`config.mk`:
```
export PLATFORM = sky130hd
export DESIGN_NAME = rx_word_assembler
export DESIGN_NICKNAME = d
export VERILOG_FILES = /design/src/rtl/rx_codec_pkg.sv /design/src/rtl/rx_idle_timer.sv /design/src/rtl/rx_word_assembler.sv
export SDC_FILE = /design/constraint.sdc
export NUM_CORES = 1
export LEC_CHECK = 0
export ABC_AREA = 1
export BUFFER_PORTS_ARGS = -buffer_cell sky130_fd_sc_hd__buf_4
export CELL_PAD_IN_SITES_DETAIL_PLACEMENT = 1
export CELL_PAD_IN_SITES_GLOBAL_PLACEMENT = 2
export CORE_ASPECT_RATIO = 0.5
export CORE_MARGIN = 8
export CORE_UTILIZATION = 30
export DETAILED_ROUTE_END_ITERATION = 12
export PLACE_DENSITY = 0.83
export SLEW_MARGIN = 20
export SYNTH_ARGS = -nofsm -noshare
export SYNTH_HDL_FRONTEND = slang
export SYNTH_SLANG_ARGS = --single-unit
```
`constraint.sdc`:
```
create_clock -name clk_i -period 2.59 [get_ports clk_i]
set_clock_uncertainty 0.05 [all_clocks]
set_input_delay 0.518 -clock clk_i [delete_from_list [all_inputs] [get_ports clk_i]]
set_output_delay 0.518 -clock clk_i [all_outputs]
set_load 0.02 [all_outputs]
```
`src/rtl/rx_codec_pkg.sv`:
```
// Shared types and sizing helpers for the UART-side receive codec blocks.
package rx_codec_pkg;

    typedef enum logic {
        IDLE    = 1'b0,
        COLLECT = 1'b1
    } asm_state_e;

    localparam int DEF_BYTE_W  = 8;
    localparam int DEF_N_BYTES = 36;

    function automatic int word_w(input int byte_w, input int n_bytes);
        return byte_w * n_bytes;
    endfunction

    // Counter must be able to hold the value n_bytes itself.
    function automatic int cnt_w(input int n_bytes);
        return $clog2(n_bytes + 1);
    endfunction

endpackage

```
`src/rtl/rx_idle_timer.sv`:
```
// Idle-cycle counter: pulses expire_o on the TIMEOUT_CYC-th consecutive run cycle.
module rx_idle_timer #(
    parameter  int TIMEOUT_CYC = 16,
    localparam int TW          = $clog2(TIMEOUT_CYC + 1)
) (
    input  logic clk_i,
    input  logic rst_i,
    input  logic clr_i,
    input  logic run_i,
    output logic expire_o
);

    logic [TW-1:0] cnt_q, cnt_d;

    assign expire_o = run_i && (cnt_q == TW'(TIMEOUT_CYC - 1));

    always_comb begin
        cnt_d = cnt_q + 1'b1;
        if (clr_i || !run_i || expire_o) cnt_d = '0;
    end

    always_ff @(posedge clk_i) begin
        if (rst_i) cnt_q <= '0;
        else       cnt_q <= cnt_d;
    end

endmodule

```
`src/rtl/rx_word_assembler.sv`:
```
// Packs N_BYTES received bytes into one word with a one-deep holding register,
// valid/ready output, optional idle timeout and sticky overflow/frame-error flags.
module rx_word_assembler
    import rx_codec_pkg::*;
#(
    parameter  int BYTE_W      = DEF_BYTE_W,
    parameter  int N_BYTES     = DEF_N_BYTES,
    parameter  int MSB_FIRST   = 1,
    parameter  int TIMEOUT_CYC = 0,
    localparam int WORD_W      = word_w(BYTE_W, N_BYTES),
    localparam int CNT_W       = cnt_w(N_BYTES)
) (
    input  logic              clk_i,
    input  logic              rst_i,
    input  logic              rx_en_i,
    input  logic [BYTE_W-1:0] data_rx_i,
    input  logic              flush_i,
    output logic              wr_valid_o,
    input  logic              wr_ready_i,
    output logic [WORD_W-1:0] wr_data_o,
    output logic [CNT_W-1:0]  byte_cnt_o,
    output logic              overflow_o,
    output logic              frame_err_o
);

    asm_state_e        state_q, state_d;
    logic [WORD_W-1:0] asm_q, asm_d, hold_q, hold_d;
    logic [CNT_W-1:0]  cnt_q, cnt_d, lane;
    logic              valid_q, valid_d, ovf_q, ovf_d, ferr_q, ferr_d;
    logic              accept, last, hs, expire;

    // A byte arriving together with flush is dropped.
    assign accept = rx_en_i && !flush_i;
    assign last   = accept && (cnt_q == CNT_W'(N_BYTES - 1));
    assign hs     = valid_q && wr_ready_i;
    assign lane   = (MSB_FIRST != 0) ? CNT_W'(N_BYTES - 1) - cnt_q : cnt_q;

    if (TIMEOUT_CYC > 0) begin : g_timer
        rx_idle_timer #(.TIMEOUT_CYC(TIMEOUT_CYC)) u_timer (
            .clk_i    (clk_i),
            .rst_i    (rst_i),
            .clr_i    (flush_i),
            .run_i    ((state_q == COLLECT) && !rx_en_i),
            .expire_o (expire)
        );
    end else begin : g_no_timer
        assign expire = 1'b0;
    end

    always_comb begin
        state_d = state_q;
        asm_d   = asm_q;
        hold_d  = hold_q;
        cnt_d   = cnt_q;
        valid_d = valid_q;
        ovf_d   = ovf_q;
        ferr_d  = ferr_q;

        for (int b = 0; b < N_BYTES; b++) begin
            if (accept && lane == CNT_W'(b)) asm_d[b*BYTE_W +: BYTE_W] = data_rx_i;
        end

        if (hs) valid_d = 1'b0;

        case (state_q)
            IDLE: begin
                if (accept) begin
                    state_d = COLLECT;
                    cnt_d   = cnt_q + 1'b1;
                end
            end
            COLLECT: begin
                if (flush_i || expire) begin
                    state_d = IDLE;
                    cnt_d   = '0;
                end else if (last) begin
                    state_d = IDLE;
                    cnt_d   = '0;
                    // Hold frees up this cycle if it is empty or being handed off.
                    if (!valid_q || hs) begin
                        hold_d  = asm_d;
                        valid_d = 1'b1;
                    end else begin
                        ovf_d = 1'b1;
                    end
                end else if (accept) begin
                    cnt_d = cnt_q + 1'b1;
                end
            end
            default: state_d = IDLE;
        endcase

        if (flush_i) begin
            ovf_d  = 1'b0;
            ferr_d = 1'b0;
        end
        if (expire) ferr_d = 1'b1;
    end

    always_ff @(posedge clk_i) begin
        if (rst_i) begin
            state_q <= IDLE;
            asm_q   <= '0;
            hold_q  <= '0;
            cnt_q   <= '0;
            valid_q <= 1'b0;
            ovf_q   <= 1'b0;
            ferr_q  <= 1'b0;
        end else begin
            state_q <= state_d;
            asm_q   <= asm_d;
            hold_q  <= hold_d;
            cnt_q   <= cnt_d;
            valid_q <= valid_d;
            ovf_q   <= ovf_d;
            ferr_q  <= ferr_d;
        end
    end

    assign wr_valid_o  = valid_q;
    assign wr_data_o   = hold_q;
    assign byte_cnt_o  = cnt_q;
    assign overflow_o  = ovf_q;
    assign frame_err_o = ferr_q;

endmodule
```
==> flow_summary_export.csv, run 1 <==
group,metric,value,unit
floorplanning,initial_utilization,30.4,%
synthesis,yosys-top-cells-area,"dfxtp_1, a21oi_1, nand2_1",
global_routing,antenna_found_initial,0,
detailed_routing,routedWlPerCell,17.8,um
clocking,cts-hold-fix-buffers,0,
detailed_routing,drt-initial-drc-count,1112,
global_routing,grt_pass1_vias,21400,
worst_setup_path,critPathTopFamily,"simple AND/OR/NAND/NOR gates",
clocking,root_buffer,"clkbuf_16",
run_status,outcome,"completed",
final_layout,insertedDiodeCount,0,
final_layout,most-common-layout-cells,"nand2_1, dfxtp_1, inv_1",
floorplanning,core.rowCount,71,
final_layout,fin_util,37.5,%
sta,slew_violations,0,
synthesis,synth_top_area_cell,"dfxtp_1",
clocking,post_cts_buffers,0,
power,comb_power_share,2.5,%
worst_setup_path,crit_arrival,2.85,ns
detailed_routing,dr.pass1.iters,4,
synthesis,synth_nets,3151,
worst_setup_path,endpoint_kind,"register",
global_routing,grt_pass1_wl,122000,um
synthesis,synth.top_cell.area_share,50.4,%
detailed_routing,drt-total-wl,78800,um
synthesis,synth_area_per_cell,7.31,um2
final_layout,nFillCells,9242,
clocking,cts_tree,"done",
detailed_routing,drc,0,
worst_setup_path,critical_path_buf_inv_count,3,
clocking,worstSkewPairLatency,0.63,ns
worst_setup_path,crit_type,"register to register",
global_routing,grt.busiest_layer,"met2",
worst_setup_path,startpoint_type,"register",
synthesis,yosys.cell_types.count,25,
detailed_routing,ant_nets,0,
sta,max_slew_margin,46.7,%
global_routing,grt_max_degree,231,
worst_setup_path,crit_top_cell,"nand2_1",
power,switching_share,22.7,%
synthesis,yosysWarnings,0,
global_routing,grt_overflow_total,0,
clocking,clock-sinks,577,
final_layout,area_growth,23.5,%
min_path,hold_class,"input pin to register",
sta,period_share,92.4,%
sta,rsz0062_at_grt,"no",
sta,max_slew.worst_pin.slew,0.800,ns
floorplanning,die_y,211,um
sta,holdWs,0.196,ns
sta,layout_min_cycle_time,2.39,ns
global_routing,grt_util_all_layers,17.6,%
synthesis,ys_ff_latch,577,
floorplanning,io_pins,310,
synthesis,yosysSeqAreaShare,50.4,%
clocking,post_cts_resize_count,0,
power,p_int,13.7,mW
sta,fin_tns_setup,0,ns
sta,fmax,418,MHz
clocking,cts_buffer_depth,3,
sta,hold_viol_final,0,
detailed_routing,vias,21100,
floorplanning,fp.coreArea,75400,um2
global_routing,grtUsageMet1,21.4,%
final_layout,layout-drive-gt1-share,14.2,%
min_path,holdCritStartpoint,"rst_i",
worst_setup_path,crit_chain,"inv_1 > ha_1 > nand3_1 > nor2_1 > buf_4 > nand2_1 > nand2_1 > nand3_1 > nand2_1 > inv_1",
final_layout,nets,3385,
global_routing,grt_use_met2,31.8,%
worst_setup_path,slowest_delay,0.45,ns
power,power.leakage,12.1,nW
placed_design,place.gp.congestion,0.771,
placed_design,io_buffer_count,308,
clocking,cts_buffers,55,
power,seqPwrFrac,50.1,%
clocking,clk_pin_slew,0.07,ns
power,p_clk_share,47.4,%
sta,finalSetupViolations,0,
run,maxCapViolations,0,
placed_design,hpwl,50800,um
synthesis,syn_inst,3134,
final_layout,design_area,28300,um2
power,ir_drop,0.000453,V
worst_setup_path,reg2reg_from,"byte_cnt_o[1]",
worst_setup_path,startpoint,"byte_cnt_o[1]",
detailed_routing,viasPerCell,4.76,
power,netSwitchingPower,4.02,mW
worst_setup_path,crit_slowest_cell,"nor2_1",
worst_setup_path,crit_fanout,8,
final_layout,layout_commonest_cell,"nand2_1",
global_routing,grt_util_met3,2.58,%
floorplanning,fp.dieW,407,um
worst_setup_path,critical_path_required,3.04,ns
placed_design,place_area,26400,um2
synthesis,synth.cell_area,22900,um2
floorplanning,dieArea,86000,um2
clocking,htree_levels,2,
power,cellPowerDensity,628,nW/um2
cells by family after synthesis:
logic type | count (synthesis) | synth area share (%)
AO/OA/AOI/OAI | 574 | 12.5
XOR/XNOR | 4 | 0.153
adder cells (fa/ha/maj) | 4 | 0.218
buffers and inverters | 745 | 13.2
flip-flops | 577 | 50.4
other | 1 | 0.0164
AND/OR/NAND/NOR | 1229 | 23.5
routing by layer:
metal	vias to the layer above	share of wire, %
li1	10400	-
met1	10300	43
met2	264	51
met3	133	3.0
met4	0	3.3
met5	-	0
Yosys cell counts:
cell,instances
o21ai_1,5
clkinv_2,1
conb_1,1
nand4_1,107
inv_1,535
o211ai_1,1
buf_2,48
nor2_4,1
clkbuf_1,116
nor2_2,2
xor2_1,4
and2_1,24
nor3_1,2
nand3_1,338
nand2_1,627
buf_6,12
inv_2,1
buf_4,19
o21ai_0,86
ha_1,4
a21oi_1,482
nand2_2,1
nor2_1,127
buf_1,13
dfxtp_1,577
power groups by stage:
stage	combinational [mW]	sequential (mW)	clock [mW]
floorplan	0.231	9.09	0
global placement	0.445	9.09	0
detailed placement	0.447	9.09	0
CTS	0.449	8.89	8.69
global route	0.474	8.88	9.07
finish	0.445	8.89	8.42
stage by stage:
stage / total power, mW / cells / setup WS (ns)
detailed placement: 9.54 / 4331 / 0.0963
CTS: 18.0 / 4430 / 0.163
global placement: 9.54 / 4331 / 0.109
floorplan: 9.32 / 3134 / 0.576
global route: 18.4 / 4432 / 0.0194
finish: 17.8 / 4432 / 0.198
sequential cells by signal, summed over array words and instances, names as in the netlist:
name,flops
asm_q,280
byte_cnt_o,6
overflow_o,1
state_q,1
wr_data_o,288
wr_valid_o,1
cell type report:
class | count | area [um2] | area share, %
multi-input combinational | 1812 | 8380 | 29.6
inverter | 537 | 2020 | 7.15
clock buffer | 78 | 1590 | 5.63
tap | 1022 | 1280 | 4.52
clock inverter | 21 | 250 | 0.884
timing repair buffer | 385 | 3220 | 11.4
sequential | 577 | 11600 | 40.8
final timing paths:
check                    to  slack, ns  depth (start not counted)
min              asm_q[128]       0.20                          2
min reg2reg      asm_q[205]       0.42                          2
max          wr_data_o[183]       0.20                         10
max reg2reg  wr_data_o[183]       0.20                         10
(Power assumes the default switching activity.)
==> run 2: changes to the inputs <==
--- a/config.mk
+++ b/config.mk
@@ -12,6 +12,7 @@
 export CORE_ASPECT_RATIO = 0.5
 export CORE_MARGIN = 8
 export CORE_UTILIZATION = 30
+export CTS_BUF_LIST = sky130_fd_sc_hd__clkbuf_2 sky130_fd_sc_hd__clkbuf_4 sky130_fd_sc_hd__clkbuf_8
 export DETAILED_ROUTE_END_ITERATION = 12
 export PLACE_DENSITY = 0.83
 export SLEW_MARGIN = 20
==> run 2 against run 1 <==
First-iteration DRC count fell by 4.7%. Clock-buffer cell count rose by 70. Wire length is 1.1% higher. Final area rose by 0.25%. Sequential share of layout area decreased by 0.10 points. Sequential cell count is the same. Non-clock buffer count unchanged. Total power down 0.69%. Via count increased by 0.93%. Die area unchanged. Global-route usage up 0.23 points. Largest power group unchanged.
==> flow_summary_export.csv, run 2 (synthesis gave the netlist of run 1 again) <==
group,metric,value,unit
sta,rsz0062_at_grt,"no",
sta,period_share,95.9,%
worst_setup_path,endpoint_kind,"register",
sta,max_slew.worst_pin.slew,0.723,ns
floorplanning,initial_utilization,30.4,%
detailed_routing,ant_nets,0,
power,cellPowerDensity,622,nW/um2
floorplanning,core.rowCount,71,
clocking,clock-sinks,577,
final_layout,nets,3420,
global_routing,antenna_found_initial,0,
power,switching_share,23.4,%
placed_design,hpwl,50800,um
clocking,cts_tree,"done",
worst_setup_path,startpoint_type,"register",
placed_design,place.gp.congestion,0.771,
detailed_routing,drt-initial-drc-count,1060,
run,maxCapViolations,0,
global_routing,grt_pass1_wl,123000,um
clocking,worstSkewPairLatency,0.71,ns
detailed_routing,viasPerCell,4.74,
floorplanning,fp.coreArea,75400,um2
floorplanning,io_pins,310,
clocking,post_cts_buffers,0,
floorplanning,die_y,211,um
worst_setup_path,critical_path_required,3.13,ns
sta,slew_violations,0,
worst_setup_path,crit_type,"register to register",
final_layout,layout-drive-gt1-share,15.9,%
final_layout,insertedDiodeCount,0,
global_routing,grt_max_degree,231,
global_routing,grt_pass1_vias,21600,
floorplanning,fp.dieW,407,um
detailed_routing,drc,0,
floorplanning,dieArea,86000,um2
final_layout,layout_commonest_cell,"nand2_1",
power,ir_drop,0.000285,V
final_layout,largest_reg_flops,288,
placed_design,place_area,26400,um2
global_routing,grt_overflow_total,0,
power,netSwitchingPower,4.13,mW
worst_setup_path,crit_fanout,8,
sta,fin_tns_setup,0,ns
worst_setup_path,crit_slowest_cell,"nor2_1",
worst_setup_path,crit_top_cell,"nand2_1",
detailed_routing,dr.pass1.iters,4,
power,seqPwrFrac,50.4,%
final_layout,design_area,28400,um2
sta,layout_min_cycle_time,2.48,ns
min_path,hold_class,"input pin to register",
detailed_routing,drt-total-wl,79600,um
power,p_int,13.5,mW
power,comb_power_share,2.5,%
global_routing,grt_util_all_layers,17.9,%
clocking,cts_buffers,90,
run_status,outcome,"completed",
sta,fmax,402,MHz
clocking,root_buffer,"clkbuf_8",
worst_setup_path,crit_arrival,3.03,ns
clocking,clk_pin_slew,0.06,ns
sta,hold_viol_final,0,
worst_setup_path,crit_chain,"inv_1 > ha_1 > nand3_1 > nor2_1 > buf_4 > nand2_1 > nand2_1 > nand3_1 > nand2_1 > inv_1",
sta,finalSetupViolations,0,
sta,max_slew_margin,51.8,%
detailed_routing,vias,21300,
placed_design,io_buffer_count,308,
clocking,cts_buffer_depth,3,
clocking,htree_levels,3,
power,p_clk_share,47.0,%
detailed_routing,routedWlPerCell,17.7,um
final_layout,most-common-layout-cells,"nand2_1, dfxtp_1, inv_1",
power,power.leakage,12.2,nW
final_layout,area_growth,23.8,%
worst_setup_path,slowest_delay,0.49,ns
[run 2: cell types whose count changed in the layout (fill, tap and decap cells not counted)]
cell,previous run,this run
inv_6,1,0
clkbuf_8,11,116
clkbuf_1,11,0
clkbuf_16,57,1
bufinv_16,5,1
clkbuf_4,0,32
clkinv_8,1,0
clkinv_2,12,5
clkinvlp_4,2,3
[run 2: stage by stage]
stage	setup slack (ns)	hold WS [ns]	power, mW	util [%]	std cells
global placement	0.109	0.405	9.54	35.0	4331
CTS	0.164	0.0145	17.9	37.5	4488
finish	0.105	0.101	17.6	37.6	4490
global route	0.00459	0.0812	18.4	37.6	4490
floorplan	0.576	0.398	9.32	-	3134
detailed placement	0.0963	0.412	9.54	35.0	4331
[run 2: worst max-delay path: cells and delay by family (launching register included)]
family | cells | cell delay, ns
buffers and inverters | 3 | 0.38
AND/OR/NAND/NOR | 6 | 1.33
flip-flops | 1 | 0.36
adder cells (fa/ha/maj) | 1 | 0.26
[run 2: metal layers]
layer | part of all wire (%) | GRT usage [%] | vias up
li1 | - | - | 10500
met1 | 43 | 21.4 | 10300
met2 | 50 | 31.9 | 315
met3 | 3.6 | 3.10 | 154
met4 | 3.3 | 6.79 | 0
met5 | 0 | 0 | -
[run 2: cell type report]
type,count,area (um2)
clock buffer,148,1840
clock inverter,9,77.6
fill,9276,47100
inverter,537,2020
multi-input combinational,1812,8380
sequential,577,11600
tap,1022,1280
timing repair buffer,385,3220
[run 2: worst paths after layout]
check / start / endpoint / slack (ns) / depth (start not counted)
min: rst_i / overflow_o / 0.10 / 2
min reg2reg: asm_q[161] / asm_q[161] / 0.42 / 2
max reg2reg: byte_cnt_o[1] / wr_data_o[183] / 0.11 / 10
max: byte_cnt_o[1] / wr_data_o[183] / 0.11 / 10
[run 2: power by group through the flow]
stage          Clock [mW]  Sequential [mW]  Combinational, mW
5_1_grt              8.99             8.89              0.473
4_1_cts              8.59             8.89              0.448
3_5_place_dp            0             9.09              0.447
6_report             8.30             8.89              0.444
3_3_place_gp            0             9.09              0.445
2_1_floorplan           0             9.09              0.231
[run 2: repair_timing]
action                                  4_1_cts  5_1_grt
endpoints found under the setup margin        0       33
gates resized for setup                       0        1
hold buffers                                  0        0
==> run 3: changes to the inputs <==
--- a/config.mk
+++ b/config.mk
@@ -6,7 +6,6 @@
 export NUM_CORES = 1
 export LEC_CHECK = 0
 export ABC_AREA = 1
-export BUFFER_PORTS_ARGS = -buffer_cell sky130_fd_sc_hd__buf_4
 export CELL_PAD_IN_SITES_DETAIL_PLACEMENT = 1
 export CELL_PAD_IN_SITES_GLOBAL_PLACEMENT = 2
 export CORE_ASPECT_RATIO = 0.5
@@ -14,7 +13,8 @@
 export CORE_UTILIZATION = 30
 export CTS_BUF_LIST = sky130_fd_sc_hd__clkbuf_2 sky130_fd_sc_hd__clkbuf_4 sky130_fd_sc_hd__clkbuf_8
 export DETAILED_ROUTE_END_ITERATION = 12
-export PLACE_DENSITY = 0.83
+export DONT_BUFFER_PORTS = 1
+export PLACE_DENSITY = 0.77
 export SLEW_MARGIN = 20
 export SYNTH_ARGS = -nofsm -noshare
 export SYNTH_HDL_FRONTEND = slang
==> run 3 against run 2 <==
The flow now finishes with violations (slew limit). Sequential cell count stayed put. Core utilization is 1.2 points lower. Final cell count is 4.0% lower. Worst setup slack better by 0.025 ns. Sequential share of layout area is 1.3 points higher. Register-to-register slack better by 0.03 ns. Combinational power is 19% lower. Largest power group is now the clock network.
==> flow_summary_export.csv, run 3 (synthesis gave the netlist of run 1 again) <==
group,metric,value,unit
final_layout,layout_commonest_cell,"nand2_1",
global_routing,antenna_found_initial,1,
run,maxCapViolations,0,
detailed_routing,drt-initial-drc-count,1108,
sta,layout_min_cycle_time,2.46,ns
detailed_routing,vias,20600,
worst_setup_path,regToRegEndpoint,"asm_q[202]",
detailed_routing,drc,0,
clocking,worstSkewPairLatency,0.76,ns
global_routing,grt_overflow_total,0,
worst_setup_path,critical_path_required,3.16,ns
clocking,cts_tree,"done",
min_path,hold_class,"input pin to register",
clocking,htree_levels,3,
worst_setup_path,crit_type,"register to register",
floorplanning,fp.dieW,407,um
clocking,cts_buffers,89,
clocking,clock-sinks,577,
run_status,violations,"slew limit",
global_routing,grt.busiest_layer,"met2",
power,power.leakage,11.4,nW
global_routing,grt_pass1_wl,122000,um
sta,fin_tns_setup,0,ns
floorplanning,fp.coreArea,75400,um2
final_layout,nets,3226,
power,finalPower,18.2,mW
detailed_routing,viasPerCell,4.78,
detailed_routing,routedWlPerCell,18.8,um
floorplanning,die_y,211,um
clocking,cts_buffer_depth,3,
global_routing,grt_use_met2,31.4,%
sta,max_slew_margin,-6.98,%
power,ir_drop,0.000324,V
min_path,whs_path_depth,3,
sta,holdWs,0.0220,ns
worst_setup_path,reg2reg_from,"byte_cnt_o[4]",
global_routing,grt_util_all_layers,18.0,%
worst_setup_path,startpoint_type,"register",
final_layout,largest_reg_flops,288,
floorplanning,io_pins,310,
floorplanning,core.rowCount,71,
detailed_routing,ant_nets,0,
detailed_routing,dr.pass1.iters,5,
final_layout,area_growth,20.0,%
placed_design,place.gp.congestion,0.735,
floorplanning,dieArea,86000,um2
sta,finalSetupViolations,0,
sta,period_share,95.0,%
worst_setup_path,r2r_setup_slack,0.13,ns
worst_setup_path,endpoint_kind,"register",
worst_setup_path,crit_fanout,29,
global_routing,grtUsageMet1,22.0,%
final_layout,layout-drive-gt1-share,8.52,%
final_layout,most-common-layout-cells,"nand2_1, dfxtp_1, inv_1",
floorplanning,initial_utilization,30.4,%
global_routing,grt_util_met3,3.94,%
sta,hold_viol_final,0,
min_path,whs_endpoint,"wr_data_o[37]",
sta,fmax,407,MHz
sta,slew_violations,84,
min_path,holdCritStartpoint,"rst_i",
global_routing,grt_pass1_vias,20500,
placed_design,hpwl,47200,um
worst_setup_path,crit_arrival,3.03,ns
power,cellPowerDensity,661,nW/um2
clocking,clk_pin_slew,0.07,ns
sta,max_slew.worst_pin.slew,1.60,ns
run_status,outcome,"finished with violations",
worst_setup_path,r2r_cells,10,
global_routing,grt_max_degree,516,
detailed_routing,drt-total-wl,81000,um
clocking,root_buffer,"clkbuf_8",
placed_design,io_buffer_count,0,
run 3: what timing repair did:
action / 4_1_cts / 5_1_grt
setup buffers: 0 / 6
hold buffers: 113 / 2
endpoints found under the hold margin: 522 / 58
setup endpoints to repair: 0 / 50
gates resized for setup: 0 / 21
run 3: layer usage:
| layer | up-vias | routed length, um |
|---|---|---|
| met5 | - | 0 |
| met4 | 0 | 2580 |
| met3 | 150 | 3260 |
| met2 | 281 | 39900 |
| met1 | 10100 | 35200 |
| li1 | 10100 | - |
run 3: power by group:
| group | total [mW] | leakage, nW | switching (mW) | internal (mW) |
|---|---|---|---|---|
| Sequential | 8.89 | 4.65 | 0.00734 | 8.88 |
| Clock | 8.92 | 1.11 | 3.96 | 4.95 |
| Combinational | 0.359 | 5.66 | 0.264 | 0.0950 |
run 3: per-stage QoR:
stage	utilization (%)	std cells	setup WS [ns]	instance area, um2
after floorplan	-	3134	0.576	22900
after global placement	31.7	4018	0.170	23900
after detailed placement	31.7	4018	0.105	23900
after CTS	36.2	4299	0.0107	27300
after global routing	36.5	4311	-0.0126	27500
final	36.5	4311	0.131	27500
run 3: final cells by class:
type | count | area, um2
clock buffer | 145 | 1850
sequential | 577 | 11600
clock inverter | 23 | 234
fill | 9184 | 47900
tap | 1022 | 1280
timing repair buffer | 192 | 2100
antenna | 3 | 7.51
multi-input combinational | 1812 | 8440
inverter | 537 | 2020
run 3: worst max-delay path: stages, from the launching register on:
cell and delay, ns:
dfxtp_1 0.42, inv_1 0.17, nand2_1 0.17, nand2_4 0.09, nor2_4 0.12, buf_4 0.13, buf_12 0.19, nand2_2 0.16
nand2_1 0.11, a21oi_1 0.06, dlygate4sd3_1 0.62
run 3: worst max path at each step:
| stage | startpoint | end | slack, ns | depth (start not counted) |
|---|---|---|---|---|
| final | byte_cnt_o[4] | asm_q[202] | 0.13 | 10 |
| after global routing | byte_cnt_o[1] | wr_data_o[83] | -0.01 | 10 |
| after CTS | byte_cnt_o[0] | asm_q[204] | 0.01 | 9 |
| after detailed placement | byte_cnt_o[1] | wr_data_o[117] | 0.10 | 10 |
| after global placement | byte_cnt_o[1] | wr_data_o[117] | 0.17 | 10 |
| after floorplan | byte_cnt_o[1] | wr_data_o[102] | 0.58 | 8 |
